## config.mk

```make
export PLATFORM = sky130hd
export DESIGN_NAME = matrix_output_drain
export DESIGN_NICKNAME = d
export VERILOG_FILES = /design/src/rtl/matrix_output_drain_pkg.sv /design/src/rtl/matrix_row_buffer.sv /design/src/rtl/matrix_output_drain.sv
export SDC_FILE = /design/constraint.sdc
export NUM_CORES = 1
export LEC_CHECK = 0
export CAP_MARGIN = 20
export CORE_AREA = 3 3 404 406
export CTS_CLUSTER_DIAMETER = 150
export DETAILED_ROUTE_END_ITERATION = 6
export DIE_AREA = 0 0 407 409
export MAX_ROUTING_LAYER = met4
export PLACE_DENSITY_LB_ADDON = 0.08
export SYNTH_ARGS = -nofsm -noshare
export SYNTH_HDL_FRONTEND = slang
export SYNTH_SLANG_ARGS = --single-unit
```

## constraint.sdc

```tcl
create_clock -name clk -period 10.4 [get_ports clk]
set_input_delay 1.56 -clock clk [delete_from_list [all_inputs] [get_ports clk]]
set_output_delay 1.56 -clock clk [all_outputs]
set_load 0.01 [all_outputs]
```

## src/rtl/matrix_output_drain_pkg.sv

```systemverilog
// Shared definitions for the matrix result drain: state encoding, default
// geometry (common with matrixMult and its bench) and an element slice helper.
package matrix_output_drain_pkg;

  localparam int unsigned DEF_BATCH_SIZE          = 8;
  localparam int unsigned DEF_LOG_BATCH_SIZE      = 3;
  localparam int unsigned DEF_OUTPUT_FEATURES     = 8;
  localparam int unsigned DEF_LOG_OUTPUT_FEATURES = 3;
  localparam int unsigned DEF_OUTPUT_WIDTH        = 16;

  typedef enum logic [1:0] {
    IDLE,
    FILL,
    DRAIN
  } drain_state_t;

  function automatic logic [DEF_OUTPUT_WIDTH-1:0] elem_slice(
    input logic [DEF_OUTPUT_FEATURES*DEF_OUTPUT_WIDTH-1:0] row,
    input logic [DEF_LOG_OUTPUT_FEATURES-1:0]              col
  );
    return row[col*DEF_OUTPUT_WIDTH +: DEF_OUTPUT_WIDTH];
  endfunction

endpackage

```

## src/rtl/matrix_row_buffer.sv

```systemverilog
// Row storage for the drain: one synchronous write port, one combinational
// read port. Contents are never reset.
module matrix_row_buffer #(
  parameter int unsigned DEPTH  = 8,
  parameter int unsigned ADDR_W = 3,
  parameter int unsigned ROW_W  = 128
) (
  input  logic              clk,
  input  logic              we,
  input  logic [ADDR_W-1:0] waddr,
  input  logic [ROW_W-1:0]  wdata,
  input  logic [ADDR_W-1:0] raddr,
  output logic [ROW_W-1:0]  rdata
);

  logic [ROW_W-1:0] mem_q [DEPTH];

  always_ff @(posedge clk) begin
    if (we) begin
      mem_q[waddr] <= wdata;
    end
  end

  assign rdata = mem_q[raddr];

endmodule

```

## src/rtl/matrix_output_drain.sv

```systemverilog
// Captures a full result matrix row by row from the multiply engine, then
// streams it element by element (row-major) over a valid/ready interface.
module matrix_output_drain
  import matrix_output_drain_pkg::*;
#(
  parameter int unsigned BATCH_SIZE          = DEF_BATCH_SIZE,
  parameter int unsigned LOG_BATCH_SIZE      = DEF_LOG_BATCH_SIZE,
  parameter int unsigned OUTPUT_FEATURES     = DEF_OUTPUT_FEATURES,
  parameter int unsigned LOG_OUTPUT_FEATURES = DEF_LOG_OUTPUT_FEATURES,
  parameter int unsigned OUTPUT_WIDTH        = DEF_OUTPUT_WIDTH
) (
  input  logic                                    clk,
  input  logic                                    rst,
  input  logic [OUTPUT_FEATURES*OUTPUT_WIDTH-1:0] outputData,
  input  logic [LOG_BATCH_SIZE-1:0]               outputAddr,
  input  logic                                    outputWrEn,
  output logic                                    outValid,
  input  logic                                    outReady,
  output logic [OUTPUT_WIDTH-1:0]                 outData,
  output logic [LOG_BATCH_SIZE-1:0]               outRow,
  output logic [LOG_OUTPUT_FEATURES-1:0]          outCol,
  output logic                                    outLast,
  output logic                                    busy,
  output logic                                    done,
  output logic                                    overrun
);

  localparam int unsigned ROW_W = OUTPUT_FEATURES * OUTPUT_WIDTH;
  localparam logic [LOG_BATCH_SIZE-1:0]      LAST_ROW = LOG_BATCH_SIZE'(BATCH_SIZE - 1);
  localparam logic [LOG_OUTPUT_FEATURES-1:0] LAST_COL = LOG_OUTPUT_FEATURES'(OUTPUT_FEATURES - 1);

  drain_state_t                   state_q, state_d;
  logic [BATCH_SIZE-1:0]          row_valid_q, row_valid_d;
  logic [LOG_BATCH_SIZE-1:0]      row_idx_q, row_idx_d;
  logic [LOG_OUTPUT_FEATURES-1:0] col_idx_q, col_idx_d;
  logic                           done_q, done_d;
  logic                           overrun_q, overrun_d;
  logic                           buf_we;
  logic                           at_last;
  logic [ROW_W-1:0]               rd_row;

  matrix_row_buffer #(
    .DEPTH  (BATCH_SIZE),
    .ADDR_W (LOG_BATCH_SIZE),
    .ROW_W  (ROW_W)
  ) u_row_buffer (
    .clk   (clk),
    .we    (buf_we),
    .waddr (outputAddr),
    .wdata (outputData),
    .raddr (row_idx_q),
    .rdata (rd_row)
  );

  assign at_last = (row_idx_q == LAST_ROW) && (col_idx_q == LAST_COL);

  always_comb begin
    state_d     = state_q;
    row_valid_d = row_valid_q;
    row_idx_d   = row_idx_q;
    col_idx_d   = col_idx_q;
    done_d      = 1'b0;
    overrun_d   = overrun_q;
    buf_we      = 1'b0;
    case (state_q)
      IDLE, FILL: begin
        if (outputWrEn) begin
          buf_we                  = 1'b1;
          row_valid_d[outputAddr] = 1'b1;
          // Completion is judged on the updated bitmap so DRAIN starts at the capturing edge.
          state_d = (&row_valid_d) ? DRAIN : FILL;
        end
      end
      DRAIN: begin
        if (outputWrEn) begin
          overrun_d = 1'b1;
        end
        if (outReady) begin
          if (at_last) begin
            state_d     = IDLE;
            row_valid_d = '0;
            row_idx_d   = '0;
            col_idx_d   = '0;
            done_d      = 1'b1;
          end else if (col_idx_q == LAST_COL) begin
            col_idx_d = '0;
            row_idx_d = row_idx_q + 1'b1;
          end else begin
            col_idx_d = col_idx_q + 1'b1;
          end
        end
      end
      default: state_d = IDLE;
    endcase
  end

  always_ff @(posedge clk) begin
    if (rst) begin
      state_q     <= IDLE;
      row_valid_q <= '0;
      row_idx_q   <= '0;
      col_idx_q   <= '0;
      done_q      <= 1'b0;
      overrun_q   <= 1'b0;
    end else begin
      state_q     <= state_d;
      row_valid_q <= row_valid_d;
      row_idx_q   <= row_idx_d;
      col_idx_q   <= col_idx_d;
      done_q      <= done_d;
      overrun_q   <= overrun_d;
    end
  end

  assign outValid = (state_q == DRAIN);
  assign busy     = (state_q != IDLE);
  assign outData  = rd_row[col_idx_q*OUTPUT_WIDTH +: OUTPUT_WIDTH];
  assign outRow   = row_idx_q;
  assign outCol   = col_idx_q;
  assign outLast  = outValid && at_last;
  assign done     = done_q;
  assign overrun  = overrun_q;

endmodule

```

Word-level counts from Yosys, hierarchy flattened. Memories as Yosys holds them, arrays and structs flattened. A register that Yosys moved wholly into a read port is not among the register bits. Index checks and enable logic that the tools add are counted.

Register bits: 18. Bits in latches: 0. Memory bits (writable): 1024. Memory bits (read-only): 0. Input bits: 135. Output and inout port bits: 27. Word-level logic and storage cells: 59. Memories: 1.

Add/sub/neg operators: 2. Multipliers: 0. Div/mod/pow operators: 0. $lt $le $gt $ge: 2. Equal/unequal tests: 7. Shift-type cells: 1. Multiplexer cells: 22. Bitwise operators: 3. Reduce and logical (&&, ||, !) cells: 15.

Memories: u_row_buffer.mem_q (depth 8, bits a word 128, read ports 1, clocked after memory_dff 1, wr ports 1, RTL line matrix_row_buffer.sv:16) `logic [ROW_W-1:0] mem_q [DEPTH];`.

Operators by type and width (number): 128-bit by 8-bit variable part select with 16-bit output (1); 8-bit 2-to-1 mux (3); 3-bit 2-to-1 mux (6); 8-bit one-hot mux with 2 select lines (1); 2-bit 2-to-1 mux (4); 8-bit OR (1); 8-bit AND reduction (1); 3-bit by 1-bit adder with 3-bit output, second input constant (2); 3-bit == test, second input constant (2); 1-bit 2-to-1 mux (6); 3-bit AND reduction (2); 2-bit nonzero test (3); 3-bit by 4-bit less-than comparator with 1-bit output, second input constant (1); 2-bit by 1-bit inequality test with 1-bit output, second input constant (2); 2-bit one-hot mux with 2 select lines (1); 2-bit AND reduction (2); 4-bit AND reduction (1); 1-bit demux with 3-bit select (1); 3-bit by 1-bit >= comparator with 1-bit output, second input constant (1); 1-bit logical AND (3); 3-bit OR reduction (1); 2-bit by 1-bit == test with 1-bit output, second input constant (1); 2-bit == test, second input constant (1); 2-bit zero test (1); other kinds (3) (4).

Depth between registers and ports, before layout. Gate-level depths: netlist of run 1.

Depth in word-level cells: 9. Depth in mapped cells: 10.

By module. Synthesis of run 1 repeated with hierarchy kept, for this count alone.

Cells, all modules: 1643. Area, all modules: 40817.9 um^2.

By module, submodules not included: matrix_row_buffer (times used 1, cells each 1492, area an instance 38992.4 um^2, sequential area each 30749.5 um^2); matrix_output_drain (times used 1, cells each 151, area an instance 1825.5 um^2, sequential area each 360.3 um^2).

Worst setup path before layout of run 1. Ideal clock, no wire load.

Path type: input to register. Start point: in outputAddr[0]. End point: mem u_row_buffer.mem_q[0][0], enable pin. Library setup time: 0.772 ns. Arrival: 10.559 ns. Slack: -0.931 ns. Stages on the path: 3. Cells stage by stage: clkbuf_1 -> nand2b_1 -> nor3_1.

RTL lines: from (decl) (RTL line matrix_output_drain.sv:15) `input logic [LOG_BATCH_SIZE-1:0] outputAddr,`; to (decl) (RTL line matrix_row_buffer.sv:16).

No word-level cell before the write port.

==> results.py, run 1 <==
metrics = {
    "timing": {
        "slew_headroom_pct": 33.2,
        "drv_slew": 0,
        "fin_crit_ns": 6.29,
        "tns_ns": 0,
        "skew_ns": 0.0215,
        "worst_pin_slew_ns": 1.00,
        "finalSetupViolCount": 0,
        "holdWs_ns": 0.465,
        "max_freq_mhz": 159,
        "fin_crit_sh_pct": 60.4,
        "hold_viol_final": 0,
        "rsz0062_at_grt": "false",
    },
    "yosys": {
        "ys_types": 46,
        "synth.area.top_cells": "edfxtp_1 (77%), mux4_2 (14%), mux2i_1 (1.6%), dfxtp_1 (1.1%), o22ai_1 (0.72%)",
        "yosysSeqAreaShare_pct": 78.0,
        "synth-async-reset-ratio_pct": 0,
        "synth_area_um2": 40000,
        "synth_most_common_cell": "edfxtp_1",
        "syn_avg_cell_area_um2": 22.6,
        "synth_edf_count": 1024,
        "synth_top_area_share_pct": 76.9,
        "synth_common_cells": "edfxtp_1 (1024), mux4_2 (244), mux2i_1 (62)",
        "syn_nets": 1909,
        "synth-main-ff-cell": "edfxtp_1",
        "ys_ff_latch": 1045,
        "netlist_instances": 1770,
        "yosys_warnings": 0,
        "yosysTopAreaCell": "edfxtp_1",
    },
    "critical_path": {
        "crit-reg2reg-launch": "state_q[1]",
        "r2r_cells": 5,
        "cp_max_fo": 29,
        "critPathCaptureType": "primary output",
        "worst-endpoint-required_ns": 8.84,
        "r2r-end": "u_row_buffer.mem_q[6][55]",
        "crit_type": "register to primary output",
        "cp.arrival_ns": 4.73,
        "endpoint": "outData[14]",
        "startpoint_type": "register",
        "r2r_slack_ns": 7.09,
    },
    "floorplan": {
        "core_area_um2": 160000,
        "die_h_um": 409,
        "die_w_um": 407,
        "initial_core_util_pct": 24.9,
        "fp-row-count": 147,
        "die_area_um2": 166000,
        "ios": 162,
    },
    "clock_tree": {
        "cts-root-buf": "clkbuf_16",
        "insertion_delay_ns": 0.71,
        "clock-sinks": 1045,
        "cts_tree": "done",
        "htreeDepth": 3,
        "post_cts_buffers": 0,
        "hold_buffers": 0,
        "path_clk_slew_ns": 0.06,
        "post_cts_resized": 0,
        "ctsLongestPathBuffers": 3,
        "numCtsBuffers": 118,
    },
    "grt": {
        "grt_pass1_wl_um": 160000,
        "grt_usage_pct": 14.1,
        "antenna_found_initial": 28,
        "grt_pass1_vias": 20400,
        "grt_max_degree": 101,
        "grt.overflow.total": 0,
    },
    "pwr": {
        "powerDensity_nw_per_um2": 189,
        "leakagePower_uw": 0.0141,
        "ir_drop_v": 0.000127,
    },
    "final_layout": {
        "final_nets": 2134,
        "area_growth_pct": 20.0,
        "post-route-util_pct": 29.9,
        "drive_gt1_share_pct": 23.5,
        "fillers": 15500,
    },
    "routing": {
        "drt_iter0_drc": 1229,
        "dr.pass1.iters": 6,
        "routedWlPerCell_um": 26.7,
        "viasPerCell": 4.42,
        "antenna_left": 0,
        "wl_um": 114000,
        "drc": 0,
        "vias": 18900,
    },
    "placement": {
        "dp.final_hpwl_um": 62500,
        "routabilityCongestion": 0.705,
        "io_buffer_count": 161,
    },
    "worst_hold_path": {
        "worstHoldStart": "row_valid_q[2]",
        "hp-class": "register to register",
    },
    "flow_run": {
        "max_cap_violations": 0,
    },
    "status": {
        "status": "complete, no violations",
    },
}
[cell type report]
cell class,count,area (um2),area share (%)
Multi-Input combinational cell,625,8280,17.3
Sequential cell,1045,31200,65.0
Tap cell,2160,2700,5.64
Antenna cell,15,37.5,0.0783
Inverter,4,15.0,0.0313
Clock inverter,66,614,1.28
Timing Repair Buffer,201,2020,4.22
Clock buffer,150,3090,6.45
[power breakdown]
group / internal [uW] / switching [uW] / total (uW)
sequential: 4770 / 27.7 / 4790
clock: 2360 / 1660 / 4020
combinational: 98.7 / 155 / 254
[registers in the layout, summed over array words and instances (netlist names), named ones only]
name,count
overrun,1
outCol,3
state_q,2
u_row_buffer.mem_q,1024
row_valid_q,8
done,1
outRow,3
[layer usage]
layer	share of wire (%)	GRT usage [%]
met1	45	18.4
met2	49	22.6
met3	4.5	2.85
met4	2.1	3.03
met5	0	-
[per-stage QoR]
step                      instances  setup WS (ns)  power (uW)  area, um2
after floorplan                1770           2.43        4980      40000
after global placement         4035           4.64        5130      44200
after detailed placement       4035           4.62        5150      44200
after CTS                      4251           3.80        9230      47900
after global routing           4262           3.70        9420      47900
final                          4266           4.11        9060      48000
[placed cells by master, fill, tap and decap left out, drive strengths merged, types with 3 or more instances in the layout]
master,n
edfxtp,1024
mux4,244
clkdlybuf4s50,161
clkbuf,150
mux2i,62
clkinv,51
o22ai,46
o21ai,42
buf,40
nor2,31
mux2,24
a221oi,24
dfxtp,21
nand2b,19
nor3,19
diode,15
o21bai,13
a22o,12
o211ai,12
nand2,12
bufinv,11
a21oi,9
nand3,8
nand3b,6
inv,6
nor2b,5
a31oi,5
or2,5
or3b,4
or4,4
ha,4
and2,3
nand4,3
[kinds of logic after synthesis]
kind of cell / count (synthesis) / share of synthesized area [%]
AOI/OAI and AO/OA: 167 / 2.79
adders and majority gates: 4 / 0.125
buffers and inverters: 100 / 1.45
DFF: 1045 / 78.0
muxes: 330 / 16.0
and+or+nand+nor: 124 / 1.66
[worst max-delay path: stages, from the launching register on]
cell and delay [ns]:
dfxtp_4 0.76, buf_4 0.59, buf_4 0.62, mux4_2 0.59, mux4_2 0.54, nand2b_1 0.12, o211ai_1 0.18, clkdlybuf4s50_1 0.56
[worst min-delay path by stage]
stage / cells past startpoint / slack, ns / to
floorplan: 2 / 0.43 / row_valid_q[7]
global route: 2 / 0.48 / row_valid_q[7]
CTS: 2 / 0.47 / row_valid_q[2]
global placement: 2 / 0.45 / row_valid_q[7]
detailed placement: 2 / 0.46 / row_valid_q[7]
finish: 2 / 0.46 / row_valid_q[2]
No activity file was read; power rests on OpenSTA's default activity.
==> run 2, diff against run 1 <==
==> constraint.sdc (replaced) <==
create_clock -name clk -period 6.45 [get_ports clk]
set_input_delay 0.9675 -clock clk [delete_from_list [all_inputs] [get_ports clk]]
set_output_delay 0.9675 -clock clk [all_outputs]
set_load 0.01 [all_outputs]
==> results.py, run 2 (synthesis results as in run 1) <==
metrics = {
    "status": {
        "status": "complete, no violations",
    },
    "grt": {
        "grt_pass1_vias": 20200,
        "grt_max_degree": 100,
        "grt_usage_pct": 14.1,
        "antenna_found_initial": 31,
        "grtUsageMet1_pct": 18.2,
        "grt.overflow.total": 0,
        "use_met2_pct": 22.4,
        "grtUsageMet3_pct": 3.27,
        "grt_pass1_wl_um": 160000,
        "grt_busiest_layer": "met2",
    },
    "pwr": {
        "powerDensity_nw_per_um2": 301,
        "p_comb_share_pct": 2.8,
        "swShare_pct": 20.4,
        "p_int_uw": 11500,
        "leakagePower_uw": 0.0141,
        "p_total_uw": 14400,
        "clockPowerShare_pct": 43.6,
        "p_seq_share_pct": 53.5,
        "switchingPower_uw": 2950,
        "ir_drop_v": 0.000206,
    },
    "routing": {
        "viasPerCell": 4.38,
        "drt_iter0_drc": 1287,
        "drc": 0,
        "dr.pass1.iters": 5,
        "vias": 18800,
        "routedWlPerCell_um": 26.5,
        "wl_um": 114000,
        "antenna_left": 0,
    },
    "worst_hold_path": {
        "worstHoldStart": "row_valid_q[2]",
        "holdPathStages": 2,
        "hp-class": "register to register",
    },
    "placement": {
        "io_buffer_count": 161,
        "dp.final_hpwl_um": 65000,
        "dp_cells": 4043,
        "routabilityCongestion": 0.700,
    },
    "critical_path": {
        "critPathCaptureType": "primary output",
        "crit_type": "register to primary output",
        "crit-reg2reg-launch": "outCol[2]",
        "critical-path-max-stage-delay_ns": 0.59,
        "cp.arrival_ns": 4.34,
        "cpMaxStageDelayCell": "dfxtp_4",
        "path_cells": "buf_12, buf_12, mux4_2, mux4_2, nand2b_1, o211ai_1, clkdlybuf4s50_1",
        "r2r_cells": 6,
        "startpoint_type": "register",
        "cp_max_fo": 52,
        "worst-endpoint-required_ns": 5.48,
    },
    "final_layout": {
        "stdcell_count": 4278,
        "area_growth_pct": 20.2,
        "largest_register_ffs": 1024,
        "final_common_cell": "edfxtp_1",
        "regMostFlops": "u_row_buffer.mem_q",
        "drive_gt1_share_pct": 23.2,
        "final_nets": 2143,
        "reg_top3": "u_row_buffer.mem_q x1024, row_valid_q x8",
        "layout_common_cells": "edfxtp_1 (1024), mux4_2 (244), clkdlybuf4s50_1 (161)",
    },
    "timing": {
        "finalSetupViolCount": 0,
        "skew_ns": 0.0339,
        "worst_pin_slew_ns": 0.983,
        "fin_crit_sh_pct": 82.3,
        "hold_viol_final": 0,
        "holdWs_ns": 0.456,
        "slew_headroom_pct": 33.8,
        "drv_slew": 0,
        "max_freq_mhz": 188,
        "rsz0062_at_grt": "false",
        "fin_crit_ns": 5.31,
    },
    "clock_tree": {
        "hold_buffers": 0,
        "ctsLongestPathBuffers": 3,
        "htreeDepth": 3,
        "cts-root-buf": "clkbuf_16",
        "clock-sinks": 1045,
        "insertion_delay_ns": 0.72,
        "post_cts_buffers": 0,
        "path_clk_slew_ns": 0.06,
        "cts_tree": "done",
        "post_cts_resized": 0,
        "numCtsBuffers": 119,
    },
    "floorplan": {
        "die_w_um": 407,
        "fp-row-count": 147,
        "initial_core_util_pct": 24.9,
        "ios": 162,
        "die_h_um": 409,
        "core_area_um2": 160000,
        "die_area_um2": 166000,
    },
    "flow_run": {
        "max_cap_violations": 0,
    },
}
## run 2: changes by cell type in the layout (fill, tap and decap cells not counted), sizes merged
cell	delta
inv	+1
clkinv	-1
buf	+8
bufinv	-5
diode	+4
clkinvlp	-1
clkbuf	+6
## run 2: worst max-delay path: cells and delay by family, from the launching register on
kind / cells / cell delay (ns)
muxes: 2 / 1.11
AOI/OAI and AO/OA: 1 / 0.30
DFF: 1 / 0.59
buffers and inverters: 3 / 1.30
and+or+nand+nor: 1 / 0.14
## run 2: layout make-up
cell class / count / area [um2]
antenna: 19 / 47.5
clock buffer: 156 / 3160
clock inverter: 60 / 433
fill: 15500 / 112000
inverter: 4 / 15.0
multi-input combinational: 625 / 8290
sequential: 1045 / 31200
tap: 2160 / 2700
timing repair buffer: 209 / 2220
## run 2: power by group through the flow
stage                     clock (uW)  sequential [uW]  combinational (uW)
after floorplan                    0             7880                 142
after global placement             0             7860                 418
after detailed placement           0             7870                 427
after CTS                       6540             7730                 428
after global routing            6820             7740                 449
final                           6300             7730                 410
## run 2: routing by layer
metal / up-vias / part of all wire (%)
li1: 8060 / -
met1: 10100 / 44
met2: 389 / 49
met3: 167 / 4.8
met4: 0 / 2.1
met5: - / 0
## run 2: final timing paths
path                         end  slack (ns)
hold / removal    row_valid_q[2]        0.46
setup reg to reg        register        3.80
hold reg to reg   row_valid_q[2]        0.46
setup / recovery      outData[9]        1.14
## run 2: through the flow
step | setup WS [ns] | TNS, ns | cell area (um2) | util [%]
2_1_floorplan | -0.927 | -682.00 | 40000 | -
3_3_place_gp | 1.55 | 0 | 44400 | 27.7
3_5_place_dp | 1.79 | 0 | 44400 | 27.7
4_1_cts | 0.957 | 0 | 48000 | 30.0
5_1_grt | 0.875 | 0 | 48100 | 30.0
6_report | 1.14 | 0 | 48100 | 30.0
==> run 3, diff against run 2 <==
==> constraint.sdc (replaced) <==
create_clock -name clk -period 4.9 [get_ports clk]
set_input_delay 0.735 -clock clk [delete_from_list [all_inputs] [get_ports clk]]
set_output_delay 0.735 -clock clk [all_outputs]
set_load 0.01 [all_outputs]
==> results.py, run 3 (synthesis results as in run 1) <==
metrics = {
    "timing": {
        "skew_ns": 0.0202,
        "slew_headroom_pct": 31.5,
        "max_freq_mhz": 214,
        "fin_crit_sh_pct": 95.2,
        "holdWs_ns": 0.464,
        "finalSetupViolCount": 0,
        "worst_pin_slew_ns": 1.03,
        "rsz0062_at_grt": "false",
        "hold_viol_final": 0,
        "drv_slew": 0,
        "fin_crit_ns": 4.67,
    },
    "critical_path": {
        "crit_type": "register to primary output",
        "worst-endpoint-required_ns": 4.16,
        "cp.arrival_ns": 3.93,
        "critPathCaptureType": "primary output",
        "startpoint_type": "register",
        "cp_max_fo": 72,
    },
    "grt": {
        "grt.overflow.total": 0,
        "grt_pass1_wl_um": 163000,
        "grt_max_degree": 93,
        "grt_usage_pct": 14.3,
        "grt_pass1_vias": 20700,
        "antenna_found_initial": 31,
    },
    "final_layout": {
        "final_common_cell": "edfxtp_1",
        "area_growth_pct": 20.8,
        "layout_common_cells": "edfxtp_1 (1024), mux4_2 (244), clkdlybuf4s50_1 (161)",
        "fillers": 15500,
        "final_nets": 2174,
        "drive_gt1_share_pct": 24.4,
        "largest_register_ffs": 1024,
        "reg_top3": "u_row_buffer.mem_q x1024, row_valid_q x8",
        "regMostFlops": "u_row_buffer.mem_q",
    },
    "floorplan": {
        "ios": 162,
        "fp-row-count": 147,
        "die_area_um2": 166000,
        "initial_core_util_pct": 24.9,
        "core_area_um2": 160000,
        "die_h_um": 409,
        "die_w_um": 407,
    },
    "clock_tree": {
        "clock-sinks": 1045,
        "hold_buffers": 0,
        "cts_tree": "done",
        "cts-root-buf": "clkbuf_16",
        "htreeDepth": 3,
        "ctsLongestPathBuffers": 3,
        "numCtsBuffers": 119,
        "insertion_delay_ns": 0.71,
        "path_clk_slew_ns": 0.06,
    },
    "routing": {
        "viasPerCell": 4.42,
        "drc": 0,
        "dr.pass1.iters": 5,
        "routedWlPerCell_um": 26.8,
        "antenna_left": 0,
        "drt_iter0_drc": 1342,
        "wl_um": 115000,
        "vias": 19100,
    },
    "pwr": {
        "p_total_uw": 18900,
        "leakagePower_uw": 0.0143,
        "powerDensity_nw_per_um2": 392,
        "ir_drop_v": 0.000248,
    },
    "placement": {
        "routabilityCongestion": 0.696,
        "io_buffer_count": 161,
        "dp.final_hpwl_um": 67100,
    },
    "flow_run": {
        "max_cap_violations": 0,
    },
    "status": {
        "status": "complete, no violations",
    },
    "worst_hold_path": {
        "hp-class": "register to register",
    },
}
[run 3: cell types whose count changed in the layout (fill, tap and decap cells not counted), moves of 3 or more]
| cell | before | now |
|---|---|---|
| buf_4 | 28 | 54 |
| clkinv_2 | 16 | 20 |
| clkbuf_8 | 0 | 3 |
| bufinv_16 | 6 | 2 |
| buf_12 | 18 | 24 |
| clkbuf_1 | 35 | 48 |
| clkinv_1 | 34 | 20 |
| diode_2 | 19 | 13 |
[run 3: routing by layer]
metal  vias to the layer above  GRT usage [%]  part of all wire [%]  wire (um)
li1                       8127              -                     -          -
met1                     10400           19.1                    45      52100
met2                       414           22.6                    49      56200
met3                       149           2.56                   4.2       4810
met4                         0           3.44                   1.9       2160
met5                         -              -                     0          0
[run 3: worst paths after layout]
check	slack (ns)	start	end	cells after the start
worst min-delay path	0.46	row_valid_q[2]	row_valid_q[2]	2
worst max register to register	2.02	outCol[2]	register	6
worst max-delay path	0.23	register	outData[15]	6
worst min register to register	0.46	row_valid_q[2]	row_valid_q[2]	2
[run 3: layout make-up]
cell class | instances | area [um2] | area share (%)
clock inverter | 45 | 262 | 0.541
sequential | 1045 | 31200 | 64.6
timing repair buffer | 240 | 2510 | 5.19
antenna | 13 | 32.5 | 0.0674
multi-input combinational | 625 | 8290 | 17.2
tap | 2160 | 2700 | 5.60
inverter | 4 | 15.0 | 0.0311
clock buffer | 174 | 3300 | 6.83
[run 3: through the flow]
stage	instances	worst slack [ns]	setup TNS, ns	util [%]	instance area (um2)
CTS	4293	0.0194	0	30.1	48300
floorplan	1770	-0.203	-148.21	-	40000
global route	4305	0.0645	0	30.1	48300
detailed placement	4069	0.546	0	27.9	44600
global placement	4069	0.519	0	27.9	44600
finish	4306	0.234	0	30.1	48300
[run 3: timing repair]
action / in CTS / in global routing
endpoints found under the setup margin: 13 / 1
gates resized for setup: 1 / 1
setup buffers: 5 / 0
[run 3: where the power goes]
part	switching [uW]	total (uW)	leakage [uW]	internal (uW)
Sequential	58.8	10200	0.00948	10100
Combinational	333	550	0.00306	217
Clock	3490	8210	0.00175	4720
[run 3: worst max-delay path: stages (launching register included)]
cell and delay [ns]:
dfxtp_4 0.70, buf_12 0.43, mux4_2 0.42, mux4_2 0.50
nand2b_1 0.23, o211ai_1 0.23, clkdlybuf4s50_1 0.56
